--- src/rtl/uart_rx.sv ---
// uart_rx: oversampled UART receiver (start, DATA_WIDTH data bits LSB first,
// optional parity, one stop bit). Each bit is resolved by a 3-sample majority
// vote around mid-bit.
// Optional feature: define UART_RX_SYNC_EN to place a 2-flop synchronizer
// (reset to 1) in front of RX_IN; all timing is then referenced to the
// synchronized line, two CLK later than the pin.
module uart_rx #(
  parameter int unsigned DATA_WIDTH = 8,
  parameter int unsigned PRESCALE_W = 6
) (
  input  logic                  CLK,
  input  logic                  RST,
  input  logic                  RX_IN,
  input  logic                  parity_EN,
  input  logic                  parity_type,
  input  logic [PRESCALE_W-1:0] Prescale,
  output logic [DATA_WIDTH-1:0] P_DATA,
  output logic                  data_valid,
  output logic                  parity_error,
  output logic                  stop_error
);

  localparam int unsigned BIT_W = (DATA_WIDTH > 1) ? $clog2(DATA_WIDTH) : 1;

  typedef enum logic [2:0] {
    S_IDLE,
    S_START,
    S_DATA,
    S_PARITY,
    S_STOP
  } state_t;

  state_t                  r_state;
  logic [PRESCALE_W-1:0]   r_edge_cnt;
  logic [BIT_W-1:0]        r_bit_cnt;
  logic [PRESCALE_W-1:0]   r_presc;
  logic                    r_par_en;
  logic                    r_par_type;
  logic [DATA_WIDTH-1:0]   r_shift;
  logic                    r_smp_a;
  logic                    r_smp_b;

  logic                    w_rx;
  logic [PRESCALE_W-1:0]   w_presc_legal;
  logic [PRESCALE_W-1:0]   w_half;
  logic [PRESCALE_W-1:0]   w_last;
  logic                    w_at_a;
  logic                    w_at_b;
  logic                    w_at_c;
  logic                    w_wrap;
  logic                    w_bit;
  logic                    w_par_exp;

`ifdef UART_RX_SYNC_EN
  logic [1:0] r_sync;

  // Two-flop synchronizer on the raw serial pin; idles high out of reset.
  always_ff @(posedge CLK or negedge RST) begin
    if (!RST) begin
      r_sync <= 2'b11;
    end else begin
      r_sync <= {r_sync[0], RX_IN};
    end
  end

  assign w_rx = r_sync[1];
`else
  assign w_rx = RX_IN;
`endif

  // Unsupported oversampling ratios fall back to 8.
  assign w_presc_legal = ((Prescale == PRESCALE_W'(8))  ||
                          (Prescale == PRESCALE_W'(16)) ||
                          (Prescale == PRESCALE_W'(32))) ? Prescale : PRESCALE_W'(8);

  assign w_half    = r_presc >> 1;
  assign w_last    = r_presc - PRESCALE_W'(1);
  assign w_at_a    = (r_edge_cnt == (w_half - PRESCALE_W'(1)));
  assign w_at_b    = (r_edge_cnt == w_half);
  assign w_at_c    = (r_edge_cnt == (w_half + PRESCALE_W'(1)));
  assign w_wrap    = (r_edge_cnt == w_last);
  assign w_bit     = (r_smp_a & r_smp_b) | (r_smp_a & w_rx) | (r_smp_b & w_rx);
  assign w_par_exp = r_par_type ? ~(^r_shift) : (^r_shift);

  // Frame FSM with edge/bit counters, sampling, error flags and data output.
  always_ff @(posedge CLK or negedge RST) begin
    if (!RST) begin
      r_state      <= S_IDLE;
      r_edge_cnt   <= '0;
      r_bit_cnt    <= '0;
      r_presc      <= PRESCALE_W'(8);
      r_par_en     <= 1'b0;
      r_par_type   <= 1'b0;
      r_shift      <= '0;
      r_smp_a      <= 1'b0;
      r_smp_b      <= 1'b0;
      P_DATA       <= '0;
      data_valid   <= 1'b0;
      parity_error <= 1'b0;
      stop_error   <= 1'b0;
    end else begin
      data_valid <= 1'b0;

      if (r_state != S_IDLE) begin
        if (w_at_a) r_smp_a <= w_rx;
        if (w_at_b) r_smp_b <= w_rx;
        r_edge_cnt <= w_wrap ? '0 : (r_edge_cnt + PRESCALE_W'(1));
      end

      case (r_state)
        S_IDLE: begin
          // The cycle that first sees the line low is edge 0 of the start bit.
          if (!w_rx) begin
            r_state    <= S_START;
            r_edge_cnt <= PRESCALE_W'(1);
            r_bit_cnt  <= '0;
            r_presc    <= w_presc_legal;
            r_par_en   <= parity_EN;
            r_par_type <= parity_type;
          end
        end

        S_START: begin
          if (w_at_c && w_bit) begin
            // Start bit did not hold low through mid-bit: treat as a glitch.
            r_state    <= S_IDLE;
            r_edge_cnt <= '0;
          end else begin
            if (w_at_c) begin
              parity_error <= 1'b0;
              stop_error   <= 1'b0;
            end
            if (w_wrap) begin
              r_state   <= S_DATA;
              r_bit_cnt <= '0;
            end
          end
        end

        S_DATA: begin
          if (w_at_c) r_shift <= {w_bit, r_shift[DATA_WIDTH-1:1]};
          if (w_wrap) begin
            r_bit_cnt <= r_bit_cnt + BIT_W'(1);
            if (r_bit_cnt == BIT_W'(DATA_WIDTH - 1)) begin
              r_state <= r_par_en ? S_PARITY : S_STOP;
            end
          end
        end

        S_PARITY: begin
          if (w_at_c && (w_bit != w_par_exp)) parity_error <= 1'b1;
          if (w_wrap) r_state <= S_STOP;
        end

        S_STOP: begin
          if (w_at_c && !w_bit) stop_error <= 1'b1;
          if (w_wrap) begin
            // Returning through IDLE lets a back-to-back start bit be caught
            // in the very next cycle.
            r_state <= S_IDLE;
            if (!parity_error && !stop_error) begin
              P_DATA     <= r_shift;
              data_valid <= 1'b1;
            end
          end
        end

        default: begin
          r_state    <= S_IDLE;
          r_edge_cnt <= '0;
        end
      endcase
    end
  end

endmodule

--- config.mk ---
export PLATFORM = sky130hd
export DESIGN_NAME = uart_rx
export DESIGN_NICKNAME = d
export VERILOG_FILES = /design/src/rtl/uart_rx.sv
export SDC_FILE = /design/constraint.sdc
export NUM_CORES = 1
export LEC_CHECK = 0
export BUFFER_PORTS_ARGS = -buffer_cell sky130_fd_sc_hd__buf_2
export CAP_MARGIN = 5
export CORE_MARGIN = 5
export CORE_UTILIZATION = 59
export DETAILED_ROUTE_END_ITERATION = 10
export PLACE_DENSITY_LB_ADDON = 0.15
export RECOVER_POWER = 50
export SYNTH_ARGS = -nofsm -noshare
export SYNTH_HDL_FRONTEND = slang
export SYNTH_SLANG_ARGS = --single-unit
--- constraint.sdc ---
create_clock -name CLK -period 2.8 [get_ports CLK]
set_clock_uncertainty 0.1 [all_clocks]
set_input_delay 0.28 -clock CLK [delete_from_list [all_inputs] [get_ports CLK]]
set_output_delay 0.28 -clock CLK [all_outputs]
set_load 0.03 [all_outputs]
==> out/results.txt <==
drt pass-1 iters: 4
final worst path period need: 2625 ps
post-synthesis cell type count: 42
mux share of post-synthesis cell area: 9.312%
first-pass GRT wire length: 8342 um
final layout net count: 290
yosys warns: 0
biggest area consumer among synthesized cells: dfrtp_1
CTS sink cnt: 41
critical-path cell list: inv_1, ha_2, nand2b_1, a21oi_1, a311o_1, a211oi_2, inv_2, nor4_4, buf_6, mux2_2
clk root buf: clkbuf_8
Avg Cell Area, Syn: 9.832 um^2
R2R cell count: 10
DR WL/cell: 15.04 um
grt total ovfl: 0
VDD IR max: 0.0006134 V
Yosys reg bits: 41
WP data arrival: 2710 ps
hold_buf cts: 0
Critical Path Fanout Max: 9
DRC Markers: 0
Seq/Total Area, Yosys: 42.47%
# rows: 23
net count after synthesis: 264
main combinational cell family by area after synthesis: simple AND/OR/NAND/NOR gates
crit start category: flop
Hold WC Path Type: in2reg
core box area: 0.004000 mm^2
Inst Count DP: 311
worst path bufs/invs: 3
initial drt markers: 74
final-report hold violation count: 0
CP max stage cell: dfrtp_1
die area: 0.005480 mm^2
dpl hpwl: 3481 um
number of max-cap violations: 1
simple logic cell fraction of the synthesized area: 16.66%
failing checks: capacitance limit, slew limit
most numerous cell in the Yosys netlist: dfrtp_1
htree depth: 2
Antenna Nets Post-Route: 0
Initial Util: 60.46%
largest cells by area after synthesis: dfrtp_1, mux2_2, xnor2_1, xor2_1, nor2_1
Critical Path Max Stage Delay: 420 ps
fmax: 0.3810 GHz
Slew Limit Fails: 42
complex-gate fraction of the synthesized area: 10.66%
worst setup path category: reg2reg
# diodes: 0
async set-reset flop share out of synthesis: 100.0%
gpl congestion: 0.8401
vias in the first global route: 1816
initial antenna violation count: 0
metal2 WL: 2386 um
Syn Inst Count: 246
gr usage total: 19.97%
Post-synth EDFFs: 0
Clk pin slew, worst setup/hold paths: 80 ps
WP depth: 10
total wire length: 4859 um
share of cells above drive strength 1: 23.44%
critical path capture point type: flop
outcome: complete, but fails checks
Mapped Area: 0.002419 mm^2
max layer used: met4
PwrDens: 991.0 mW/mm^2
Vias: 1828
Core Util, Final: 67.88%
Met3 Wirelength: 146 um
top post-synthesis cells by count: dfrtp_1, nor2_1, mux2_2
max_slew headroom: -41.13%
Post-Synth Adder-Cell Area: 4.035%
Cell Count, Final, Fillers Out: 323
vias per inst: 5.659
xor/xnor share of the synthesized area: 12.31%
Skew-Pair Late Insertion Delay: 300 ps
CTS tree: built
ys flop type: dfrtp_1
M1 WL: 2254 um
Die Y: 74.03 um
# port buffers: 21
# IOs: 22
Final period util: 93.73%
total CTS buffers: 5
CP delay by family, top: compound AO/OA/AOI/OAI gates
Leakage Power: 1.232 nW
Die X: 74.03 um
Setup violations, final: 0
clk buf depth: 2
hold-critical path depth: 3
area share of the largest cell type after synthesis: 41.39%
worst slew pin tran: 2117 ps
Required @ worst endpoint: 2890 ps
maximum number of pins on one net before global-route repair: 42
area delta synth->final: 12.26%
-- sequential cells by signal, summed over array words and instances, names as in the netlist --
register and count:
P_DATA 8, data_valid 1, parity_error 1, r_bit_cnt 3
r_edge_cnt 6, r_par_en 1, r_par_type 1, r_presc 6
r_shift 8, r_smp_a 1, r_smp_b 1, r_state 3
stop_error 1
-- tightest hold or removal path, stage by stage --
cell	delay, ps
buf_2	80
nand2_1	30
o21ai_0	70
-- layout make-up --
class / count / area [um^2]
Fill cell: 327 / 1285
Tap cell: 50 / 62.56
Clock buffer: 5 / 68.82
Inverter: 12 / 45.04
Clock inverter: 3 / 22.52
Timing Repair Buffer: 34 / 198.9
Sequential cell: 41 / 1027
Multi-Input combinational cell: 178 / 1290
-- metrics by stage --
stage	setup slack (ps)	cell area, um^2	setup TNS [ps]	hold WS, ps	total power, mW
2_1_floorplan	184.1	2419	0	-115.6	2.002
3_3_place_gp	238.0	2589	0	353.4	2.233
3_5_place_dp	127.1	2589	0	360.4	2.256
4_1_cts	105.2	2680	0	30.83	2.669
5_1_grt	-14.00	2715	-33.73	102.6	2.911
6_report	175.5	2715	0	105.9	2.691
-- power breakdown --
| group | internal, mW | switching [mW] |
|---|---|---|
| combinational | 0.641 | 0.646 |
| sequential | 0.755 | 0.255 |
| clock | 0.175 | 0.219 |
-- layout by cell type (no fill, tap or decap), types with 2 or more instances in the layout --
cell        instances
clkinvlp_4          3
buf_4              12
xor2_1             17
nor2_1             25
nor2b_1             3
nor4_4              2
buf_2              15
o31ai_1             2
a21oi_1            11
ha_1                6
nor4_1              3
clkbuf_1            6
clkbuf_8            5
nand2b_1            4
o32ai_1             2
nand2_1            11
o21ai_0             8
inv_2               2
xnor2_1            17
nand3_1            10
a22o_1              2
a31oi_1             2
inv_1              10
or3_1               2
nand4_1             4
o211ai_1            2
nor3_1              9
mux2_2             20
dfrtp_1            40
-- cells by family (layout without fill, tap and decap cells) --
family	count (synthesis)	count (layout)
muxes	20	20
xor gates and xnor gates	34	34
and+or+nand+nor	77	77
DFF	41	41
AOI/OAI and AO/OA	39	39
adders and majority gates	8	8
buffers and inverters	27	54
-- final timing paths --
kind / start / endpoint / slack [ps]
max: r_presc[0] / P_DATA[1] / 180
min: parity_EN / r_par_en / 110
max reg2reg: r_presc[0] / P_DATA[1] / 180
min reg2reg: P_DATA[5] / P_DATA[5] / 410
max in group asynchronous: RST / P_DATA[1] / 900
min in group asynchronous: RST / r_presc[4] / 470
-- layer usage --
| metal | up-vias | global-route usage (%) |
|---|---|---|
| met2 | 20 | 33.66 |
| met1 | 898 | 25.00 |
| met5 | - | 0 |
| met4 | 0 | 7.445 |
| met3 | 6 | 4.595 |
| li1 | 904 | - |
-- what timing repair did --
| item | in CTS | in global routing |
|---|---|---|
| setup endpoints to repair | 0 | 15 |
| setup buffers | 0 | 4 |
| resized for setup | 0 | 6 |
No activity file was read; power rests on OpenSTA's default activity.
